**src/rtl/toy_host_loader_if.sv**
```systemverilog
// Bundle of the loader's control, stream and RAM-port signals.
// master = loader side, slave = host/accelerator side.
interface toy_host_loader_if #(
  parameter int unsigned ADDR_W = 10,
  parameter int unsigned DATA_W = 32
);
  logic              go;
  logic              in_valid;
  logic              in_ready;
  logic [DATA_W-1:0] in_data;
  logic              out_valid;
  logic              out_ready;
  logic [DATA_W-1:0] out_data;
  logic              out_last;
  logic              busy;
  logic              done;
  logic              toy_start;
  logic              toy_finish;
  logic              mem_owner;
  logic [1:0]        mem_sel;
  logic              mem_en;
  logic              mem_we;
  logic [ADDR_W-1:0] mem_addr;
  logic [DATA_W-1:0] mem_wdata;
  logic [DATA_W-1:0] mem_rdata;

  modport master (
    input  go, in_valid, in_data, out_ready, toy_finish, mem_rdata,
    output in_ready, out_valid, out_data, out_last, busy, done, toy_start,
           mem_owner, mem_sel, mem_en, mem_we, mem_addr, mem_wdata
  );

  modport slave (
    output go, in_valid, in_data, out_ready, toy_finish, mem_rdata,
    input  in_ready, out_valid, out_data, out_last, busy, done, toy_start,
           mem_owner, mem_sel, mem_en, mem_we, mem_addr, mem_wdata
  );
endinterface

```
**src/rtl/toy_host_loader.sv**
```systemverilog
// Host-side sequencer: streams words into the accelerator's a/b/c RAMs,
// kicks the accelerator, then drains the result region of c as a stream.
module toy_host_loader #(
  parameter int unsigned DEPTH    = 1001,
  parameter int unsigned ADDR_W   = 10,
  parameter int unsigned DATA_W   = 32,
  parameter int unsigned RD_BASE  = 1,
  parameter int unsigned RD_COUNT = 999
) (
  input  logic                clk,
  input  logic                reset,
  toy_host_loader_if.master   bus
);

  localparam int unsigned CNT_W = ADDR_W + 1;

  typedef enum logic [2:0] {
    IDLE, LOAD_A, LOAD_B, LOAD_C, START, RUN, DRAIN, DONE
  } state_t;

  state_t            state;
  state_t            load_next;
  logic [CNT_W-1:0]  wc;
  logic [CNT_W-1:0]  rp;
  logic [CNT_W-1:0]  ic;
  logic [CNT_W-1:0]  dc;
  logic [DATA_W-1:0] f0;
  logic [DATA_W-1:0] f1;
  logic [1:0]        cnt;
  logic              pend;
  logic [1:0]        sel;

  logic loading;
  logic wr;
  logic rd;
  logic pop;
  logic wc_last;
  logic dc_last;

  assign loading = state inside {LOAD_A, LOAD_B, LOAD_C};
  assign wr      = loading && bus.in_valid;
  assign wc_last = (wc == CNT_W'(DEPTH - 1));
  assign dc_last = (dc == CNT_W'(RD_COUNT - 1));
  assign pop     = (state == DRAIN) && (cnt != 2'd0) && bus.out_ready;
  // A slot freed by this cycle's pop may be refilled, keeping one word per cycle.
  assign rd      = (state == DRAIN) && (ic < CNT_W'(RD_COUNT)) &&
                   ((3'(cnt) + 3'(pend)) < (3'd2 + 3'(pop)));

  always_comb begin
    load_next = START;
    case (state)
      LOAD_A:  load_next = LOAD_B;
      LOAD_B:  load_next = LOAD_C;
      default: load_next = START;
    endcase
  end

  always_comb begin
    sel = 2'd0;
    case (state)
      LOAD_B:        sel = 2'd1;
      LOAD_C, DRAIN: sel = 2'd2;
      default:       sel = 2'd0;
    endcase
  end

  assign bus.in_ready  = loading;
  assign bus.busy      = (state != IDLE);
  assign bus.done      = (state == DONE);
  assign bus.toy_start = (state == START);
  assign bus.mem_owner = !((state == START) || (state == RUN));
  assign bus.mem_en    = wr || rd;
  assign bus.mem_we    = wr;
  assign bus.mem_sel   = sel;
  assign bus.mem_addr  = wr ? ADDR_W'(wc) : (rd ? ADDR_W'(rp) : '0);
  assign bus.mem_wdata = wr ? bus.in_data : '0;
  assign bus.out_valid = (cnt != 2'd0);
  assign bus.out_data  = f0;
  assign bus.out_last  = (cnt != 2'd0) && dc_last;

  // Sequencer, counters and the two-entry skid FIFO.
  always_ff @(posedge clk or negedge reset) begin
    if (!reset) begin
      state <= IDLE;
      wc    <= '0;
      rp    <= '0;
      ic    <= '0;
      dc    <= '0;
      cnt   <= '0;
      pend  <= 1'b0;
      f0    <= '0;
      f1    <= '0;
    end else begin
      pend <= rd;
      case (state)
        IDLE: begin
          if (bus.go) begin
            state <= LOAD_A;
            wc    <= '0;
          end
        end
        LOAD_A, LOAD_B, LOAD_C: begin
          if (wr) begin
            if (wc_last) begin
              wc    <= '0;
              state <= load_next;
            end else begin
              wc <= wc + CNT_W'(1);
            end
          end
        end
        START: state <= RUN;
        RUN: begin
          if (bus.toy_finish) begin
            state <= DRAIN;
            rp    <= CNT_W'(RD_BASE);
            ic    <= '0;
            dc    <= '0;
          end
        end
        DRAIN: begin
          if (rd) begin
            rp <= rp + CNT_W'(1);
            ic <= ic + CNT_W'(1);
          end
          if (pop) begin
            dc <= dc + CNT_W'(1);
            if (dc_last) state <= DONE;
          end
        end
        DONE:    state <= IDLE;
        default: state <= IDLE;
      endcase

      // Read data returns one cycle after issue and is pushed then.
      case ({pend, pop})
        2'b10: begin
          if (cnt == 2'd0) f0 <= bus.mem_rdata;
          else             f1 <= bus.mem_rdata;
          cnt <= cnt + 2'd1;
        end
        2'b01: begin
          f0  <= f1;
          cnt <= cnt - 2'd1;
        end
        2'b11: begin
          if (cnt == 2'd1) begin
            f0 <= bus.mem_rdata;
          end else begin
            f0 <= f1;
            f1 <= bus.mem_rdata;
          end
        end
        default: ;
      endcase
    end
  end

endmodule
```
**src/flat_wrapper.sv**
```systemverilog
// flat-port wrapper written by rule: the top's interface ports become plain ports
module toy_host_loader_flat 
#(
  parameter int unsigned DEPTH    = 1001,
  parameter int unsigned ADDR_W   = 10,
  parameter int unsigned DATA_W   = 32,
  parameter int unsigned RD_BASE  = 1,
  parameter int unsigned RD_COUNT = 999
)
  (clk, reset, bus_go, bus_in_valid, bus_in_data, bus_out_ready, bus_toy_finish, bus_mem_rdata, bus_in_ready, bus_out_valid, bus_out_data, bus_out_last, bus_busy, bus_done, bus_toy_start, bus_mem_owner, bus_mem_sel, bus_mem_en, bus_mem_we, bus_mem_addr, bus_mem_wdata);
  toy_host_loader_if #(.ADDR_W(ADDR_W), .DATA_W(DATA_W)) bus_i ();
  input  logic clk;
  input  logic reset;
  input wire logic [$bits(bus_i.go)-1:0] bus_go;
  input wire logic [$bits(bus_i.in_valid)-1:0] bus_in_valid;
  input wire logic [$bits(bus_i.in_data)-1:0] bus_in_data;
  input wire logic [$bits(bus_i.out_ready)-1:0] bus_out_ready;
  input wire logic [$bits(bus_i.toy_finish)-1:0] bus_toy_finish;
  input wire logic [$bits(bus_i.mem_rdata)-1:0] bus_mem_rdata;
  output wire logic [$bits(bus_i.in_ready)-1:0] bus_in_ready;
  output wire logic [$bits(bus_i.out_valid)-1:0] bus_out_valid;
  output wire logic [$bits(bus_i.out_data)-1:0] bus_out_data;
  output wire logic [$bits(bus_i.out_last)-1:0] bus_out_last;
  output wire logic [$bits(bus_i.busy)-1:0] bus_busy;
  output wire logic [$bits(bus_i.done)-1:0] bus_done;
  output wire logic [$bits(bus_i.toy_start)-1:0] bus_toy_start;
  output wire logic [$bits(bus_i.mem_owner)-1:0] bus_mem_owner;
  output wire logic [$bits(bus_i.mem_sel)-1:0] bus_mem_sel;
  output wire logic [$bits(bus_i.mem_en)-1:0] bus_mem_en;
  output wire logic [$bits(bus_i.mem_we)-1:0] bus_mem_we;
  output wire logic [$bits(bus_i.mem_addr)-1:0] bus_mem_addr;
  output wire logic [$bits(bus_i.mem_wdata)-1:0] bus_mem_wdata;
  assign bus_i.go = bus_go;
  assign bus_i.in_valid = bus_in_valid;
  assign bus_i.in_data = bus_in_data;
  assign bus_i.out_ready = bus_out_ready;
  assign bus_i.toy_finish = bus_toy_finish;
  assign bus_i.mem_rdata = bus_mem_rdata;
  assign bus_in_ready = bus_i.in_ready;
  assign bus_out_valid = bus_i.out_valid;
  assign bus_out_data = bus_i.out_data;
  assign bus_out_last = bus_i.out_last;
  assign bus_busy = bus_i.busy;
  assign bus_done = bus_i.done;
  assign bus_toy_start = bus_i.toy_start;
  assign bus_mem_owner = bus_i.mem_owner;
  assign bus_mem_sel = bus_i.mem_sel;
  assign bus_mem_en = bus_i.mem_en;
  assign bus_mem_we = bus_i.mem_we;
  assign bus_mem_addr = bus_i.mem_addr;
  assign bus_mem_wdata = bus_i.mem_wdata;
  toy_host_loader #(.DEPTH(DEPTH), .ADDR_W(ADDR_W), .DATA_W(DATA_W), .RD_BASE(RD_BASE), .RD_COUNT(RD_COUNT)) u_core (.clk(clk), .reset(reset), .bus(bus_i));
endmodule
```
**config.mk**
```make
export PLATFORM = sky130hd
export DESIGN_NAME = toy_host_loader_flat
export DESIGN_NICKNAME = d
export VERILOG_FILES = /design/src/rtl/toy_host_loader_if.sv /design/src/rtl/toy_host_loader.sv /design/src/flat_wrapper.sv
export SDC_FILE = /design/constraint.sdc
export NUM_CORES = 1
export LEC_CHECK = 0
export ABC_CLOCK_PERIOD_IN_PS = 2400
export BUFFER_PORTS_ARGS = -buffer_cell sky130_fd_sc_hd__buf_2
export CELL_PAD_IN_SITES_DETAIL_PLACEMENT = 0
export CELL_PAD_IN_SITES_GLOBAL_PLACEMENT = 1
export CORE_ASPECT_RATIO = 2
export CORE_MARGIN = 1
export CORE_UTILIZATION = 38
export CTS_BUF_LIST = sky130_fd_sc_hd__clkbuf_4
export CTS_CLUSTER_DIAMETER = 40
export DETAILED_ROUTE_END_ITERATION = 16
export PLACE_DENSITY_LB_ADDON = 0.1
export SYNTH_ARGS = -nofsm -noshare
export SYNTH_HDL_FRONTEND = slang
export SYNTH_SLANG_ARGS = --single-unit
```
**constraint.sdc**
```tcl
create_clock -name clk -period 2.4 [get_ports clk]
set_input_delay 0.48 -clock clk [delete_from_list [all_inputs] [get_ports clk]]
set_output_delay 0.48 -clock clk [all_outputs]
set_load 0.02 [all_outputs]
```
==> out/qor.csv <==
stage,metric,value,unit
logic_synthesis,"FFs w/ async S/R, synth",100,%
clock_network,CTS tree,done,
status,outcome,"complete, but fails checks",
min_path,worst hold path type,in -> reg,
placement,dpl hpwl,11.3,mm
clock_network,Inserted Clock Buffers,17,
routing,first-pass iteration count of the detailed router,5,
logic_synthesis,Yosys cell types,59,
power_and_ir_drop,Flop pwr share,41.9,%
final_layout,Layout area overhead,33.7,%
status,failing checks,setup timing,
setup_path,Worst Path Arrival,2.54,ns
power_and_ir_drop,sw power,2.22,mW
logic_synthesis,Post-Syn Nets,662,
logic_synthesis,sequential element share of the synthesized area,48.3,%
routing,Initial DRC Count,223,
setup_path,Worst setup SP type,flop,
logic_synthesis,"area leader, netlist",dfrtp_1,
floorplanning,chip height,178,um
logic_synthesis,commonest cells in the netlist,"dfrtp_1 (113), a21oi_1 (43), nor2_1 (43)",
routing,Post-route DRC,0,
setup_path,Critical Path End Type,output pin,
sta,Final min period,3.02,ns
final_layout,layout cells sized above 1,38.4,%
setup_path,Setup CP Type,reg -> out,
floorplanning,Die W,89.8,um
final_layout,final net count,853,
routing,DR vias/cell,5.58,
power_and_ir_drop,Pleak,3.80,nW
placement,placed cells,928,
sta,Final Hold Viols,0,
logic_synthesis,top cell type's share of synthesized area,48.3,%
power_and_ir_drop,pwr dens,750,nW/um2
routing,DR WL/cell,16.9,um
sta,period utilization,126,%
clock_network,Clock Path Buffers,2,
global_routing,grt total ovfl,0,
logic_synthesis,Yosys warnings,0,
sta,Worst Clk Skew,0.0254,ns
sta,Final Max Slew Viols,0,
placement,PortBufs,154,
power_and_ir_drop,clock network fraction of design power,25.6,%
routing,ANT nets after route,0,
logic_synthesis,"EDFF count, synth",0,
floorplanning,Die ar.,15900,um2
clock_network,"Clk Latency, worst-skew pair",0.52,ns
power_and_ir_drop,Comb power frac,32.6,%
clock_network,TritonCTS Sinks,113,
floorplanning,core footprint,14900,um2
power_and_ir_drop,total power,5.87,mW
sta,Achievable Freq,0.331,GHz
global_routing,initial antenna violation count,1,
logic_synthesis,cell count after synthesis,578,
placement,GPL Wtd Cong,0.810,
setup_path,Crit Path Max Fanout,12,
sta,setup slack after layout,-0.623,ns
routing,via count,5453,
final_layout,Post-Layout Cell Count,978,
clock_network,CTS root buf,clkbuf_4,
power_and_ir_drop,sw frac,37.9,%
floorplanning,Ports,155,
logic_synthesis,top post-synthesis cells by area,"dfrtp_1 (48%), mux2_2 (6.3%), and3_1 (4.2%), a22oi_1 (4.1%), a21oi_1 (3.7%)",
power_and_ir_drop,Int Power,3.65,mW
floorplanning,row cnt,63,
logic_synthesis,ys flop type,dfrtp_1,
global_routing,largest net degree at the start of global routing,65,
clock_network,clock-pin slew on the worst setup and hold paths,0.13,ns
logic_synthesis,Post-Syn Area,5850,um2
logic_synthesis,Syn Area/Cell,10.1,um2
logic_synthesis,most frequent cell after synthesis,dfrtp_1,
run,MaxCap Viol Count,0,
sta,RSZ-0062 raised after global routing,true,
routing,Post-Route WL,16.5,mm
logic_synthesis,Yosys reg bits,113,
sta,Slew HR,62.3,%
setup_path,Critical Path RT,1.92,ns
global_routing,first-pass GRT wire length,26.6,mm
floorplanning,Initial Utilization,39.3,%
sta,Final setup viols,29,
global_routing,number of global-route vias before repair,5449,
clock_network,H-Tree Level Count,4,
sta,setup TNS,-9.28,ns
final_layout,fillers,1405,
sta,Slew @ Worst Pin,0.566,ns
global_routing,Total GRT Usage,20.6,%
power_and_ir_drop,"IR drop worst, VDD",0.328,mV
[logic make-up (layout without fill, tap and decap cells)]
group / count (synthesis) / count (layout) / synth area share, %
multiplexers: 34 / 34 / 6.52
other: 0 / 1 / 0
flip-flops: 113 / 113 / 48.3
adder cells (fa/ha/maj): 14 / 14 / 2.99
AND/OR/NAND/NOR: 205 / 205 / 18.9
XOR/XNOR: 4 / 4 / 0.599
buffers and inverters: 49 / 250 / 3.59
AO/OA/AOI/OAI: 159 / 162 / 19.1
[worst max-delay path: stages (launching register included)]
cell      delay (ns)
dfrtp_1         0.42
ha_1            0.27
or3b_1          0.36
a2111o_1        0.43
nor2_4          0.16
buf_12          0.15
a22o_4          0.14
buf_6           0.11
[final cells by class]
type / count / area, um2 / share of cell area (%)
timing repair buffer: 205 / 1400 / 17.8
clock inverter: 15 / 170 / 2.17
multi-input combinational: 419 / 3010 / 38.5
sequential: 113 / 2830 / 36.1
inverter: 13 / 48.8 / 0.623
antenna: 1 / 2.50 / 0.0320
clock buffer: 17 / 128 / 1.63
tap: 195 / 244 / 3.12
[placed cells by master, fill, tap and decap left out, types with 3 or more instances in the layout]
cell type	netlist	routed
buf_12	0	8
and3_1	39	39
nor3_1	19	19
a221o_1	15	15
dfrtp_1	113	113
o31ai_1	7	7
nand4_1	7	7
nand3_1	13	12
buf_2	3	136
buf_6	3	16
mux2_2	33	33
inv_6	0	7
nand2b_1	6	6
a22o_4	0	10
or3_1	5	5
clkbuf_4	0	17
inv_1	13	12
nor4_1	12	11
a21o_1	4	4
a31oi_1	7	7
ha_1	14	12
o21a_4	1	4
and2_1	9	9
a22o_1	13	3
a22oi_1	32	32
nand2_1	30	30
a21oi_1	43	42
o21ai_0	21	21
buf_4	0	42
nor2_1	43	42
[final timing paths]
check | startpoint | end | slack (ns) | depth (start not counted)
worst max register to register | u_core.cnt[0] | u_core.ic[4] | -0.17 | 8
max in group asynchronous | reset | u_core.ic[7] | 1.27 | 3
worst max-delay path | u_core.cnt[0] | bus_mem_addr[5] | -0.62 | 7
min in group asynchronous | reset | u_core.bus.out_data[2] | 0.49 | 2
worst min register to register | u_core.dc[4] | u_core.dc[4] | 0.51 | 1
worst min-delay path | bus_mem_rdata[25] | u_core.f1[25] | 0.21 | 2
[per-layer routing]
layer / part of all wire, % / track usage [%] / up-vias
li1: - / - / 2562
met1: 38 / 21.7 / 2711
met2: 56 / 40.2 / 162
met3: 4.2 / 3.64 / 18
met4: 1.7 / 7.79 / 0
met5: 0 / 0 / -
[registers in the layout, summed over array words and instances (netlist names)]
name / cells
u_core.bus.out_data: 32
u_core.f1: 32
u_core.dc: 11
u_core.ic: 11
u_core.wc: 11
u_core.rp: 10
u_core.state: 3
u_core.cnt: 2
u_core.pend: 1
[metrics by stage]
stage                     cell area, um2  worst slack [ns]  hold WS, ns  util [%]
after global placement              7190           -0.0982        0.483      48.3
after floorplan                     5980           -0.0577        0.184         -
after CTS                           7690            -0.679        0.161      51.6
after global routing                7830            -0.741        0.162      52.5
after detailed placement            7190            -0.138        0.483      48.3
final                               7830            -0.623        0.213      52.5
[power by group through the flow]
stage / sequential, mW / clock [mW] / combinational, mW
6_report: 2.46 / 1.50 / 1.91
5_1_grt: 2.51 / 1.64 / 2.09
4_1_cts: 2.47 / 1.56 / 1.89
3_5_place_dp: 2.51 / 0 / 1.80
3_3_place_gp: 2.49 / 0 / 1.76
2_1_floorplan: 2.80 / 0 / 0.779
[what timing repair did]
item                                    4_1_cts  5_1_grt
endpoints found under the setup margin       61       95
buffers inserted                              5        5
pin swaps                                     3        9
hold buffers                                  1        0
gates resized for setup                      34       18
hold endpoints to repair                     37        0
gates cloned                                  3        3
Power figures use the tool's default switching activity.
